<file path="src/rtl/program_counter_ras.sv">
// Fetch-stage program counter with a circular return-address stack.
// Optional macro PC_ALIGN_CHECK_EN adds a misaligned-target reject path and a 'misaligned' output.
module program_counter_ras #(
   parameter int                ADDR_W     = 32,
   parameter int                OFF_W      = 16,
   parameter int                STEP       = 4,
   parameter int                RAS_DEPTH  = 4,
   parameter logic [ADDR_W-1:0] RESET_ADDR = '0
) (
   input  logic                         clk,
   input  logic                         reset,
   input  logic                         stall,
   input  logic [2:0]                   op,
   input  logic [OFF_W-1:0]             offset,
   input  logic [ADDR_W-1:0]            target,
   output logic [ADDR_W-1:0]            address,
   output logic [$clog2(RAS_DEPTH):0]   ras_count,
   output logic                         ras_overflow,
   output logic                         ras_underflow
`ifdef PC_ALIGN_CHECK_EN
   ,
   output logic                         misaligned
`endif
);

   localparam int PTR_W = $clog2(RAS_DEPTH);
   localparam int CNT_W = PTR_W + 1;

   typedef enum logic [2:0] {
      OP_SEQ    = 3'd0,
      OP_BRANCH = 3'd1,
      OP_JUMP   = 3'd2,
      OP_CALL   = 3'd3,
      OP_RET    = 3'd4
   } op_e;

   logic [ADDR_W-1:0] addr_q, addr_d;
   logic [PTR_W-1:0]  sp_q, sp_d;
   logic [CNT_W-1:0]  count_q, count_d;
   logic              ovf_q, ovf_d;
   logic              unf_q, unf_d;

   // Stack entries are not reset; sp_q always points at the next slot to write.
   logic [ADDR_W-1:0] ras_mem [RAS_DEPTH];

   logic [ADDR_W-1:0] seq_addr;
   logic [ADDR_W-1:0] offset_ext;
   logic [ADDR_W-1:0] pop_addr;
   logic [ADDR_W-1:0] next_addr;
   logic              do_push, do_pop, do_unf;
   logic              accept;
   logic              push_en;
   logic              stack_full;

`ifdef PC_ALIGN_CHECK_EN
   localparam logic [ADDR_W-1:0] ALIGN_MASK = ADDR_W'(STEP - 1);
   logic mis_q, mis_d;
`endif

   assign seq_addr   = addr_q + ADDR_W'(STEP);
   assign offset_ext = ADDR_W'($signed(offset));
   assign pop_addr   = ras_mem[sp_q - PTR_W'(1)];
   assign stack_full = (count_q == CNT_W'(RAS_DEPTH));

   always_comb begin
      next_addr = seq_addr;
      do_push   = 1'b0;
      do_pop    = 1'b0;
      do_unf    = 1'b0;
      case (op)
         OP_BRANCH: next_addr = addr_q + offset_ext;
         OP_JUMP:   next_addr = target;
         OP_CALL: begin
            next_addr = target;
            do_push   = 1'b1;
         end
         OP_RET: begin
            if (count_q != '0) begin
               next_addr = pop_addr;
               do_pop    = 1'b1;
            end else begin
               do_unf    = 1'b1;
            end
         end
         default: next_addr = seq_addr;
      endcase
   end

   always_comb begin
      accept  = !stall;
      addr_d  = addr_q;
      sp_d    = sp_q;
      count_d = count_q;
      ovf_d   = ovf_q;
      unf_d   = unf_q;
`ifdef PC_ALIGN_CHECK_EN
      mis_d   = 1'b0;
      // A misaligned destination cancels the whole op, including stack side effects.
      if (!stall && ((next_addr & ALIGN_MASK) != '0)) begin
         accept = 1'b0;
         mis_d  = 1'b1;
      end
`endif
      push_en = accept && do_push;
      if (accept) begin
         addr_d = next_addr;
         if (do_push) begin
            sp_d = sp_q + PTR_W'(1);
            if (stack_full) ovf_d = 1'b1;
            else            count_d = count_q + CNT_W'(1);
         end
         if (do_pop) begin
            sp_d    = sp_q - PTR_W'(1);
            count_d = count_q - CNT_W'(1);
         end
         if (do_unf) unf_d = 1'b1;
      end
   end

   always_ff @(posedge clk or negedge reset) begin
      if (!reset) begin
         addr_q  <= RESET_ADDR;
         sp_q    <= '0;
         count_q <= '0;
         ovf_q   <= 1'b0;
         unf_q   <= 1'b0;
`ifdef PC_ALIGN_CHECK_EN
         mis_q   <= 1'b0;
`endif
      end else begin
         addr_q  <= addr_d;
         sp_q    <= sp_d;
         count_q <= count_d;
         ovf_q   <= ovf_d;
         unf_q   <= unf_d;
`ifdef PC_ALIGN_CHECK_EN
         mis_q   <= mis_d;
`endif
      end
   end

   // When full, sp_q has wrapped onto the oldest entry, so the push overwrites it.
   always_ff @(posedge clk) begin
      if (push_en) ras_mem[sp_q] <= seq_addr;
   end

   assign address       = addr_q;
   assign ras_count     = count_q;
   assign ras_overflow  = ovf_q;
   assign ras_underflow = unf_q;
`ifdef PC_ALIGN_CHECK_EN
   assign misaligned    = mis_q;
`endif

endmodule

</file>
<file path="config.mk">
export PLATFORM = sky130hd
export DESIGN_NAME = program_counter_ras
export DESIGN_NICKNAME = d
export VERILOG_FILES = /design/src/rtl/program_counter_ras.sv
export SDC_FILE = /design/constraint.sdc
export NUM_CORES = 1
export LEC_CHECK = 0
export ABC_AREA = 1
export BUFFER_PORTS_ARGS = -buffer_cell sky130_fd_sc_hd__buf_2
export CORE_UTILIZATION = 38
export DETAILED_ROUTE_END_ITERATION = 10
export PLACE_DENSITY = 0.64
export SYNTH_ARGS = -nofsm -noshare
export SYNTH_HDL_FRONTEND = slang
export SYNTH_SLANG_ARGS = --single-unit
export TNS_END_PERCENT = 100
</file>
<file path="constraint.sdc">
create_clock -name clk -period 3.8 [get_ports clk]
set_input_delay 0.38 -clock clk [delete_from_list [all_inputs] [get_ports clk]]
set_output_delay 0.38 -clock clk [all_outputs]
set_load 0.005 [all_outputs]
</file>
==> results of run 1 <==
-- sequential cells by signal, summed over array words and instances, names as in the netlist --
signal	count
ras_mem	128
ras_overflow	1
address	32
ras_underflow	1
ras_count	3
sp_q	2
-- power groups by stage --
stage	Sequential (mW)	Clock, mW	Combinational, mW
6_report	2.56	1.82	3.30
5_1_grt	2.58	1.90	3.73
4_1_cts	2.55	1.83	3.29
3_5_place_dp	2.59	0	3.28
3_3_place_gp	2.58	0	3.23
2_1_floorplan	2.49	0	2.31
-- worst max-delay path by stage --
stage / startpoint / endpoint / cells past startpoint
final: address[16] / address[19] / 12
after global routing: address[0] / address[30] / 14
after CTS: address[0] / address[30] / 14
after detailed placement: offset[15] / address[19] / 13
after global placement: offset[15] / address[19] / 13
after floorplan: sp_q[0] / ras_mem[0][0] / 6
-- routing by layer --
metal / global-route usage [%] / share of wire [%] / up-vias
met1: 32.5 / 45 / 4486
met3: 3.11 / 6.7 / 41
met5: 0 / 0 / -
met4: 7.76 / 2.2 / 0
met2: 36.8 / 46 / 351
li1: - / - / 4732
-- layout by cell type, fill, tap and decap left out, types with 5 or more instances in the layout --
cell type,netlist,final
sky130_fd_sc_hd__xor2_1,14,14
sky130_fd_sc_hd__a22oi_1,5,5
sky130_fd_sc_hd__buf_4,2,16
sky130_fd_sc_hd__ha_1,36,36
sky130_fd_sc_hd__o22ai_1,7,7
sky130_fd_sc_hd__a21oi_2,5,5
sky130_fd_sc_hd__o21ai_0,27,27
sky130_fd_sc_hd__inv_1,182,181
sky130_fd_sc_hd__nor2_1,126,122
sky130_fd_sc_hd__nand2_2,6,6
sky130_fd_sc_hd__nand4_1,11,11
sky130_fd_sc_hd__inv_2,13,14
sky130_fd_sc_hd__and2_1,8,8
sky130_fd_sc_hd__nor3_1,15,15
sky130_fd_sc_hd__nand3_1,147,147
sky130_fd_sc_hd__buf_2,10,90
sky130_fd_sc_hd__edfxtp_1,128,128
sky130_fd_sc_hd__nand3b_1,6,6
sky130_fd_sc_hd__inv_6,0,5
sky130_fd_sc_hd__a21oi_1,59,59
sky130_fd_sc_hd__clkbuf_16,0,17
sky130_fd_sc_hd__o21ai_1,12,12
sky130_fd_sc_hd__nor2_4,3,7
sky130_fd_sc_hd__nor2_2,7,7
sky130_fd_sc_hd__nand2_1,469,469
sky130_fd_sc_hd__dfrtp_1,39,38
-- cell families (layout without fill, tap and decap cells) --
| family | Yosys count | in the layout | synth area share, % |
|---|---|---|---|
| flops | 167 | 167 | 45.5 |
| compound gates | 135 | 135 | 7.26 |
| fa+ha+maj | 38 | 38 | 4.63 |
| simple gates | 814 | 814 | 32.7 |
| xor+xnor | 16 | 16 | 1.39 |
| buf+inv | 236 | 333 | 8.55 |
-- through the flow --
stage                     std cells  cell area, um^2
after global placement         1843            11500
final                          1875            12100
after global routing           1875            12100
after floorplan                1406            10600
after detailed placement       1843            11500
after CTS                      1875            12100
-- worst reg2reg max path: stages (launching register included) --
cell and delay [ps]:
sky130_fd_sc_hd__dfrtp_1 550, sky130_fd_sc_hd__ha_1 470, sky130_fd_sc_hd__nand2_1 120, sky130_fd_sc_hd__nor2_1 310, sky130_fd_sc_hd__inv_1 70, sky130_fd_sc_hd__nor2_1 310
sky130_fd_sc_hd__nand3b_1 190, sky130_fd_sc_hd__nand3_1 120, sky130_fd_sc_hd__nand2_1 50, sky130_fd_sc_hd__nand3_1 100, sky130_fd_sc_hd__nand3_1 80, sky130_fd_sc_hd__nand2_1 70
sky130_fd_sc_hd__inv_1 40
-- area by class of cell --
type,instances,area [um^2]
Tap cell,372,465
Inverter,195,732
Multi-Input combinational cell,1003,4900
Timing Repair Buffer,106,571
Fill cell,2776,15100
Sequential cell,167,4820
Clock buffer,18,439
Clock inverter,14,181
==> impl.org, run 1 <==
** Outcome
- The flow ran to the end, and the final reports show no timing, DRC or antenna violations.

** Routing
- In the final routed layout, each cell accounts on average for 17.2 um.
- For this block, the initial DRC count from the detailed router was 819.
- Pre-antenna DRT Iters :: 5
- Overall routed net length :: 32.2 mm
- Remaining number of nets flagged by the antenna check after routing :: 0
- The final route contains 9610 vias.
- Post-detailed-route DRC marker count :: 0
- Via density :: 5.13

** Power
- Combinational cell fraction of total power :: 43.0%
- Areal power density over the cells :: 634 nW/um^2
- VDD sags by at most 0.304 mV.
- Net Switching :: 3.35 mW
- Proportion of power drawn by flip-flops and latches :: 33.4%
- Power share of the clock group :: 23.7%
- The completed layout was analyzed and its total power is 7.68 mW.
- Leakage :: 5.57 nW
- Cell internal power dissipation :: 4.33 mW
- Net switching is 43.7% of the power.

** Synthesis
- Synthesized instance count :: 1406
- The share of synthesized area in the top cell type comes to 36.3%.
- The synthesized design contains 167 register bits.
- Counting distinct cell types in the post-synthesis netlist gives 46.
- Averaged over all synthesized cells, the footprint is 7.53 um^2.
- Largest cells by area after synthesis :: sky130_fd_sc_hd__edfxtp_1, sky130_fd_sc_hd__nand2_1, sky130_fd_sc_hd__dfrtp_1, sky130_fd_sc_hd__nand3_1, sky130_fd_sc_hd__inv_1
- Of all cell types, the one taking the most synthesized area is sky130_fd_sc_hd__edfxtp_1.
- During synthesis, Yosys emitted a total of 0 warnings.
- Among all flip-flop cells after synthesis, the most frequent one is sky130_fd_sc_hd__edfxtp_1.
- Post-Synthesis Cell Area :: 10600 um^2
- Yosys mapped a number of flops with a built-in enable equal to 128.
- The most common cell in the synthesized netlist is sky130_fd_sc_hd__nand2_1.
- The commonest cells after synthesis are sky130_fd_sc_hd__nand2_1, sky130_fd_sc_hd__inv_1, sky130_fd_sc_hd__nand3_1, sky130_fd_sc_hd__edfxtp_1, sky130_fd_sc_hd__nor2_1.
- Of the synthesized area, sequential elements account for 45.5%.
- Syn_nets :: 1498
- FFs w/ async S/R, synth :: 23.4%

** Layout
- In the final layout, the share of cells above drive strength 1 is 12.6%.
- Final core utilization :: 44.6%
- The repair_antennas step left the layout with diodes totalling 0.
- Total number of nets in the final design :: 1582
- From synthesis to final layout, the design area changed by 14.3%.

** Clock network
- Post-CTS sizing :: 0
- Clock tree synthesis found a total of 167 sinks.
- The cell sitting at the root of the clock tree is a sky130_fd_sc_hd__clkbuf_16.
- Once the clock tree was built, the setup fixing pass inserted 0 buffers.
- Number of buffers created by CTS :: 17
- Clock-pin slew was measured on the worst setup and hold paths at 70 ps.
- The H-tree was split into 4 levels.
- The number of hold buffers added after CTS was 0.
- TritonCTS built the clock tree.
- At the later pin of the worst-skew pair, clock insertion delay measures 430 ps.
- Buffer depth of the longest clock path :: 2

** STA
- In the final timing run, aggregate negative setup slack is 0 ps.
- Timing would allow up to 0.389 GHz.
- For the finished layout, the period the worst path requires is 2570 ps.
- Worst hold slack after final layout :: 125 ps
- Relative slew slack :: 29.1%
- Worst Setup Slack, final :: 1230 ps
- The total count of hold-check failures in the final report came to 0.
- Worst Clk Skew :: 13.7 ps
- Post-route clock period utilization :: 67.6%
- Unrepaired setup endpoints after global routing :: false
- Setup violations remaining at the end of the flow were counted as 0.
- The count of final max-slew check failures is 0.
- Slew at the pin closest to its max-slew limit :: 1060 ps

** Critical path
- In this run the critical register-to-register path is launched from address[16].
- Largest stage delay on the critical path :: 550 ps
- Cell type of the slowest stage on the worst timing path :: sky130_fd_sc_hd__dfrtp_1
- The endpoint identified for the worst register-to-register timing path is address[19].
- Arr. time, crit path :: 2900 ps
- Across all register-to-register paths, the minimum setup slack is 1230 ps.
- In this run the worst path has a maximum fanout of 6.
- Startpoint Class :: flop
- STA classifies the critical path endpoint as a flop.
- The cell family contributing the most delay on the critical path is simple AND/OR/NAND/NOR gates.
- Buffering stage count on the worst path with inverters included :: 2
- The setup path with the least slack is of type flop to flop.
- Chain of cells forming the critical path :: ha_1 > nand2_1 > nor2_1 > inv_1 > nor2_1 > nand3b_1 > nand3_1 > nand2_1 > nand3_1 > nand3_1 > nand2_1 > inv_1
- Cell depth of the worst flop-to-flop path :: 12
- Worst Path Required :: 4130 ps

** Floorplanning
- Die outline width :: 169 um
- Effective utilization at floorplan :: 39.0%
- Core Rows :: 60
- Number of top-level pins :: 91
- The die covers 28600 um^2.
- The die is 169 um tall.
- The total area inside the core boundary comes to 27200 um^2.

** Placement
- Port Buffer Count :: 90
- Post-DP HPWL :: 23.7 mm
- Worst setup slack after placement :: 1250 ps
- Final Wtd Congestion :: 0.921

** Global route
- After global routing the overflow that remains totals 0.
- Entering global routing, the biggest net connects 67 pins.
- The number of global-route vias before repair is 9189.
- The first global-routing pass estimated 50.7 mm of wire.
- In the global route stage, overall resource usage came out at 23.2%.
- The initial antenna violation count came to 0.

** Run
- Max-cap violations in this run came to 0.

** Min path
- Path class of the lowest-slack min-delay path :: input pin to asynchronous set/reset pin
Power figures use the tool's default switching activity.
==> inputs of run 2 (changes only) <==
--- a/config.mk
+++ b/config.mk
@@ -9,7 +9,7 @@
 export BUFFER_PORTS_ARGS = -buffer_cell sky130_fd_sc_hd__buf_2
 export CORE_UTILIZATION = 38
 export DETAILED_ROUTE_END_ITERATION = 10
-export PLACE_DENSITY = 0.64
+export PLACE_DENSITY = 0.66
 export SYNTH_ARGS = -nofsm -noshare
 export SYNTH_HDL_FRONTEND = slang
 export SYNTH_SLANG_ARGS = --single-unit
==> constraint.sdc (replaced) <==
create_clock -name clk -period 2.09 [get_ports clk]
set_input_delay 0.209 -clock clk [delete_from_list [all_inputs] [get_ports clk]]
set_output_delay 0.209 -clock clk [all_outputs]
set_load 0.005 [all_outputs]
==> impl.org, run 2 (synthesis results as in run 1) <==
** Placement
- Area after DPL :: 12300 um^2 (was 11500 um^2)
- The last weighted congestion value of the routability-driven placer is 0.926 (was 0.921).
- The half-perimeter wire length after detailed placement came to 25.3 mm (was 23.7 mm).
- The number of port buffers was 90 (unchanged).
- Number of placed instances, taps included :: 1925 (was 1843)

** Power
- Proportion of power drawn by flip-flops and latches :: 28.9% (was 33.4%)
- Areal power density over the cells :: 1150 nW/um^2 (was 634 nW/um^2)
- Cell internal power dissipation :: 8.84 mW (was 4.33 mW)
- Power Total :: 15.2 mW (was 7.68 mW)
- Leakage :: 6.04 nW (was 5.57 nW)
- Switching Fraction :: 42.0% (was 43.7%)
- Net Switching :: 6.40 mW (was 3.35 mW)
- The fraction of power consumed by combinational cells is 49.7% (was 43.0%).
- The maximum ir drop on the vdd rail came to 0.635 mV (was 0.304 mV).
- Power share of the clock group :: 21.3% (was 23.7%)

** Routing
- Post-DR wirelength/cell :: 17.4 um (was 17.2 um)
- The number of design rule violations left after detail routing was 0 (unchanged).
- Vias after detailed routing :: 9956 (was 9610)
- Overall routed net length :: 34.1 mm (was 32.2 mm)
- Starting DRT DRC Count :: 836 (was 819)
- Pre-antenna DRT Iters :: 5 (unchanged)
- The count of nets left with antenna violations after detail routing is 0 (unchanged).
- Via density :: 5.08 (was 5.13)

** Global route
- The first-pass GRT wire length was 52.8 mm (was 50.7 mm).
- The number of global-route vias before repair came to 9612 (was 9189).
- Number of antenna violations at the first check in global routing :: 0 (unchanged)
- The aggregate global-route resource usage is 24.3% (was 23.2%).
- Overflow left after global routing :: 0 (unchanged)
- The largest net degree at the start of global routing was 67 (unchanged).

** Layout
- Proportion of layout cells with a drive suffix above 1 :: 20.8% (was 12.6%)
- Most common cell after layout, fill and taps aside :: sky130_fd_sc_hd__nand2_1 (unchanged)
- The net count reported at finish was 1669 (was 1582).
- Area of combinational cells with multiple inputs :: 5230 um^2 (was 4900 um^2)
- The fraction of the core area covered by cells at the end of the flow was 48.8% (was 44.6%).
- Final design area excluding fillers :: 13300 um^2 (was 12100 um^2)
- The number of diodes was 0 (unchanged).
- Fill cells :: 2674 (was 2776)
- The flip-flop count of the largest register, all copies and words added was 128 (unchanged).
- Commonest non-fill, non-tap cells in the layout :: sky130_fd_sc_hd__nand2_1, sky130_fd_sc_hd__inv_1, sky130_fd_sc_hd__nand3_1 (unchanged)
- Largest register by flop count :: ras_mem (unchanged)
- Layout overhead on the synthesized area :: 25.3% (was 14.3%)
- Post-layout instance count excluding filler cells :: 1961 (was 1875)
- Register Area :: 4820 um^2 (about the same)

** Critical path
- The critical path capture point type is a flop (unchanged).
- The maximum fanout encountered on the critical timing path is 5 (was 6).
- Cell type of the slowest stage on the worst timing path :: sky130_fd_sc_hd__dfrtp_2 (was sky130_fd_sc_hd__dfrtp_1)
- Cell depth of the worst flop-to-flop path :: 8 (was 12)
- The reg-to-reg endpoint was address[10] (was address[19]).
- Cell mode on critical path :: sky130_fd_sc_hd__a21oi_1
- Worst setup slack for register-to-register paths :: 50 ps (was 1230 ps)
- Chain of cells forming the critical path: ha_1 > nand2_2 > nor2_4 > nand2_1 > xor2_1 > inv_1 > a21oi_1 > a21oi_1 (was ha_1 > nand2_1 > nor2_1 > inv_1 > nor2_1 > nand3b_1 > nand3_1 > nand2_1 > nand3_1 > nand3_1 > nand2_1 > inv_1).
- The startpoint type of the worst setup path is a flop (unchanged).
- The type of the setup path with the least slack is flop to flop (unchanged).
- The longest individual stage delay on the worst path is 430 ps (was 550 ps).
- The required arrival time at the worst endpoint was 2400 ps (was 4130 ps).
- RR Startpoint :: address[2] (was address[16])
- Buffering stage count on the worst path with inverters included :: 1 (was 2)
- Cell family contributing the most delay on the critical path :: simple AND/OR/NAND/NOR gates (unchanged)
- The critical path data arrival time came to 2350 ps (was 2900 ps).

** Run
- MaxCap Viol Count :: 0 (unchanged)

** STA
- The timing-limited maximum frequency came to 0.489 GHz (was 0.389 GHz).
- The number of failing setup endpoints in the final timing report is 0 (unchanged).
- The slew at the pin with the worst max-slew slack was 497 ps (was 1060 ps).
- Shortest clock period the worst path allows after layout :: 2040 ps (was 2570 ps)
- Final hold violations :: 0 (unchanged)
- Worst Clk Skew :: 17.6 ps (was 13.7 ps)
- The count of final max-slew check failures is 0 (unchanged).
- The post-route clock period utilization came to 97.8% (was 67.6%).
- Unrepaired setup endpoints after global routing: true (was false).
- Relative slew slack :: 66.9% (was 29.1%)

** Clock network
- Clock-pin slew on the worst setup and hold paths :: 70 ps (about the same)
- Clk Latency, worst-skew pair :: 430 ps (about the same)
- # H-tree levels :: 4 (unchanged)
- Number of buffers created by CTS :: 17 (unchanged)
- The worst-case clock buffer depth is 2 (unchanged).
- The cell chosen for the clock root is sky130_fd_sc_hd__clkbuf_16 (unchanged).
- Sink count of the clock tree :: 167 (unchanged)
- Clock tree from TritonCTS :: done (unchanged)

** Outcome
- Run status :: complete, no violations (unchanged)

** Floorplanning
- Die Area :: 28600 um^2 (unchanged)
- Core region area :: 27200 um^2 (unchanged)
- Core Rows :: 60 (unchanged)
- Die outline width :: 169 um (unchanged)
- Effective utilization at floorplan :: 39.0% (unchanged)
- Number of top-level pins :: 91 (unchanged)
- Height of the chip :: 169 um (unchanged)

** Min path
- The path with the worst hold slack has its endpoint at address[3].
- The type of the tightest min-delay check was input pin to flop (was input pin to asynchronous set/reset pin).
- Cell depth of the worst hold path :: 3
- The startpoint identified for the worst hold timing path is target[3].
-- run 2: changes by cell type in the layout (fill, tap and decap cells not counted), moves of 4 or more --
| cell | previous run | this run |
|---|---|---|
| sky130_fd_sc_hd__buf_12 | 0 | 15 |
| sky130_fd_sc_hd__nand2_2 | 6 | 19 |
| sky130_fd_sc_hd__ha_1 | 36 | 18 |
| sky130_fd_sc_hd__a21oi_2 | 5 | 9 |
| sky130_fd_sc_hd__nor2_2 | 7 | 16 |
| sky130_fd_sc_hd__buf_4 | 16 | 86 |
| sky130_fd_sc_hd__nand2_1 | 469 | 456 |
| sky130_fd_sc_hd__ha_4 | 0 | 17 |
| sky130_fd_sc_hd__nor2_1 | 122 | 113 |
| sky130_fd_sc_hd__a21oi_1 | 59 | 55 |
-- run 2: tightest hold or removal path, delay by kind of cell --
kind                   cells  cell delay (ps)
AOI/OAI and AO/OA          1              110
buffers and inverters      1              100
and+or+nand+nor            1               70
-- run 2: final cells by class --
| class | count | share of cell area [%] |
|---|---|---|
| clock inverter | 13 | 1.29 |
| sequential | 167 | 36.4 |
| multi-input combinational | 1003 | 39.4 |
| timing repair buffer | 193 | 10.7 |
| tap | 372 | 3.51 |
| inverter | 195 | 5.52 |
| clock buffer | 18 | 3.23 |
-- run 2: metrics by stage --
step	setup slack (ps)	setup TNS [ps]	hold slack, ps
after detailed placement	-45.7	-88.3	191
after CTS	9.91	0	79.8
after global placement	-73.3	-117	193
final	45.9	0	84.7
after floorplan	-479	-40540	-86.6
after global routing	-50.5	-198	97.0
-- run 2: per-layer routing --
metal	global-route usage, %	up-vias	wire [um]
met5	0	-	0
met4	8.70	0	718
met3	2.48	39	2190
met2	39.2	356	15900
met1	34.0	4671	15400
li1	-	4890	-
-- run 2: worst max path at each step --
stage / from / end / slack, ps / cells past startpoint
2_1_floorplan: stall / ras_mem[1][0] / -480 / 4
3_3_place_gp: offset[15] / address[19] / -70 / 14
3_5_place_dp: offset[15] / address[31] / -50 / 11
4_1_cts: address[0] / address[24] / 10 / 14
5_1_grt: address[0] / address[16] / -50 / 13
6_report: address[2] / address[10] / 50 / 8
-- run 2: power groups by stage --
stage	combinational [mW]	sequential [mW]	clock, mW
2_1_floorplan	4.24	4.53	0
3_3_place_gp	7.06	4.42	0
3_5_place_dp	7.15	4.43	0
4_1_cts	7.22	4.36	3.26
5_1_grt	8.38	4.44	3.40
6_report	7.58	4.41	3.25
-- run 2: what timing repair did --
item	CTS	global route
cloned	0	0
setup buffers	0	4
resized for setup	4	61
pin swaps	0	8
hold endpoints to repair	16	0
hold buffers	1	0
setup endpoints to repair	4	24
==> inputs of run 3 (changes only) <==
--- a/config.mk
+++ b/config.mk
@@ -9,8 +9,7 @@
 export BUFFER_PORTS_ARGS = -buffer_cell sky130_fd_sc_hd__buf_2
 export CORE_UTILIZATION = 38
 export DETAILED_ROUTE_END_ITERATION = 10
-export PLACE_DENSITY = 0.66
+export PLACE_DENSITY = 0.64
 export SYNTH_ARGS = -nofsm -noshare
 export SYNTH_HDL_FRONTEND = slang
 export SYNTH_SLANG_ARGS = --single-unit
-export TNS_END_PERCENT = 100
==> constraint.sdc (replaced) <==
create_clock -name clk -period 2.25 [get_ports clk]
set_input_delay 0.225 -clock clk [delete_from_list [all_inputs] [get_ports clk]]
set_output_delay 0.225 -clock clk [all_outputs]
set_load 0.005 [all_outputs]
==> impl.org, run 3 (synthesis results as in run 1) <==
** Critical path
- The type of the setup path with the least slack is flop to flop (unchanged).
- The critical path capture point type is a flop (unchanged).
- The longest individual stage delay on the worst path came to 420 ps (was 430 ps).
- The maximum fanout encountered on the critical timing path was 5 (unchanged).
- Arr. time, crit path :: 2500 ps (was 2350 ps)
- Worst Path Required :: 2600 ps (was 2400 ps)
- Startpoint Class :: flop (unchanged)
- Chain of cells forming the critical path: ha_1 > nand2_1 > inv_1 > nand2_1 > nor3_1 > and2_1 > nand2_1 > nand3_1 > nand3_1 > a21oi_2 (was ha_1 > nand2_2 > nor2_4 > nand2_1 > xor2_1 > inv_1 > a21oi_1 > a21oi_1).
- Cell mode on critical path :: sky130_fd_sc_hd__nand2_1 (was sky130_fd_sc_hd__a21oi_1)
- Cell type of the slowest stage on the worst timing path :: sky130_fd_sc_hd__dfrtp_1 (was sky130_fd_sc_hd__dfrtp_2)

** Routing
- The number of design rule violations left after detail routing is 0 (unchanged).
- Post-DR wirelength/cell :: 17.2 um (was 17.4 um)
- The violation count after the first detailed-routing iteration was 720 (was 836).
- The first-pass iteration count of the detailed router was 5 (unchanged).
- Vias after detailed routing :: 9797 (was 9956)
- Via density :: 5.10 (was 5.08)
- The count of nets left with antenna violations after detail routing came to 0 (unchanged).
- Overall routed net length :: 33.0 mm (was 34.1 mm)

** Placement
- The half-perimeter wire length after detailed placement came to 24.8 mm (was 25.3 mm).
- The cell area reported after detailed placement was 11900 um^2 (was 12300 um^2).
- Number of placed instances, taps included :: 1888 (was 1925)
- The last weighted congestion value of the routability-driven placer is 0.963 (was 0.926).
- The number of port buffers is 90 (unchanged).

** Clock network
- The latest clock arrival within the worst-skew pair is 430 ps (about the same).
- Clock Root Buffer :: sky130_fd_sc_hd__clkbuf_16 (unchanged)
- Clock tree from TritonCTS :: done (unchanged)
- The number of H-tree levels came to 4 (unchanged).
- The worst-case clock buffer depth came to 2 (unchanged).
- Number of buffers created by CTS :: 17 (unchanged)
- The clock sink count was 167 (unchanged).
- Clock-pin slew on the worst setup and hold paths :: 70 ps (about the same)

** Global route
- The first-pass GRT wire length came to 50.6 mm (was 52.8 mm).
- Largest net degree at the start of global routing :: 67 (unchanged)
- Vias in the first global route :: 9140 (was 9612)
- Total Routing Usage GR :: 23.4% (was 24.3%)
- Number of antenna violations at the first check in global routing :: 0 (unchanged)
- The overflow left after global routing is 0 (unchanged).

** STA
- The count of final max-slew check failures is 0 (unchanged).
- Slew at the pin closest to its max-slew limit :: 568 ps (was 497 ps)
- Setup violation total in the final timing report :: 0 (unchanged)
- The worst hold slack across all endpoints is 109 ps (was 84.7 ps).
- Worst Clk Skew :: 9.74 ps (was 17.6 ps)
- Relative slew slack :: 62.0% (was 66.9%)
- The total count of hold-check failures in the final report came to 0 (unchanged).
- Shortest clock period the worst path allows after layout :: 2150 ps (was 2040 ps)
- Post-route clock period utilization :: 95.7% (was 97.8%)
- Maximum frequency from static timing analysis :: 0.464 GHz (was 0.489 GHz)

** Layout
- The flip-flop count of the largest register, all copies and words added was 128 (unchanged).
- The area overhead of the layout relative to synthesis came to 20.1% (was 25.3%).
- Final core utilization :: 46.8% (was 48.8%)
- The leading cell type in the layout, fill and taps excluded is sky130_fd_sc_hd__nand2_1 (unchanged).
- Largest register by flop count :: ras_mem (unchanged)
- The number of diodes is 0 (unchanged).
- Total number of nets in the final design :: 1628 (was 1669)
- The share of cells above drive strength 1 came to 16.6% (was 20.8%).
- The final standard cell area without fillers is 12700 um^2 (was 13300 um^2).
- Commonest non-fill, non-tap cells in the layout: sky130_fd_sc_hd__nand2_1, sky130_fd_sc_hd__inv_1, sky130_fd_sc_hd__nand3_1 (unchanged).
- The final instance count without filler cells was 1921 (was 1961).

** Floorplanning
- Die outline width :: 169 um (unchanged)
- Effective utilization at floorplan :: 39.0% (unchanged)
- The I/O pin count is 91 (unchanged).
- The placement row count came to 60 (unchanged).
- Height of the chip :: 169 um (unchanged)
- The area inside the core boundary came to 27200 um^2 (unchanged).
- The die area is 28600 um^2 (unchanged).

** Power
- Areal power density over the cells :: 1070 nW/um^2 (was 1150 nW/um^2)
- Leakage :: 5.84 nW (was 6.04 nW)
- Power Total :: 13.7 mW (was 15.2 mW)
- The maximum ir drop on the vdd rail came to 0.556 mV (was 0.635 mV).

** Run
- MaxCap Viol Count :: 0 (unchanged)

** Min path
- The type of the tightest min-delay check is input pin to flop (unchanged).

** Outcome
- Run status: complete, no violations (unchanged).
run 3: cell count changes in the layout (fill, tap and decap cells not counted), sizes merged:
cell and delta:
buf -41, bufinv +1, clkbuf +1, clkinv +3, clkinvlp -2, inv -2
run 3: power breakdown:
part           internal [mW]  leakage, nW  switching, mW
Sequential              3.84         1.59          0.286
Clock                   1.93        0.317           1.23
Combinational           2.18         3.94           4.20
run 3: worst paths after layout:
| kind | startpoint | to | slack [ps] | cells after the start |
|---|---|---|---|---|
| worst max register to register | address[26] | address[27] | 100 | 10 |
| worst min-delay path | target[3] | address[3] | 110 | 3 |
| worst min register to register | ras_overflow | ras_overflow | 450 | 1 |
| worst max-delay path | address[26] | address[27] | 100 | 10 |
| min in group asynchronous | reset | ras_underflow | 160 | 2 |
| max in group asynchronous | reset | address[3] | 1350 | 3 |
run 3: metrics by stage:
step	setup TNS (ps)	setup WS (ps)
after global routing	-28.9	-14.6
after floorplan	-24030	-335
after CTS	0	2.08
after global placement	-371	-182
final	0	96.0
after detailed placement	-319	-165
run 3: cell type report:
class | count | area, um^2
sequential | 167 | 4820
multi-input combinational | 1003 | 5030
inverter | 195 | 732
timing repair buffer | 152 | 1020
clock buffer | 19 | 453
clock inverter | 13 | 195
fill | 2728 | 14500
tap | 372 | 465
run 3: worst max-delay path, delay by kind of cell, from the launching register on:
family	cells	cell delay [ps]
AND/OR/NAND/NOR	7	970
flip-flops	1	420
adder cells (fa/ha/maj)	1	390
AO/OA/AOI/OAI	1	210
buffers and inverters	1	100
run 3: timing repair:
action                                 CTS  global route
hold buffers                             1             0
setup endpoints to repair                2            14
buffers inserted                         0             0
resized for setup                        2            24
endpoints found under the hold margin    6             0
run 3: metal layers:
metal	vias to the layer above	wire length (um)	track usage, %
li1	4818	-	-
met1	4600	15200	33.1
met2	326	15000	37.2
met3	53	1890	2.45
met4	0	964	8.42
met5	-	0	0
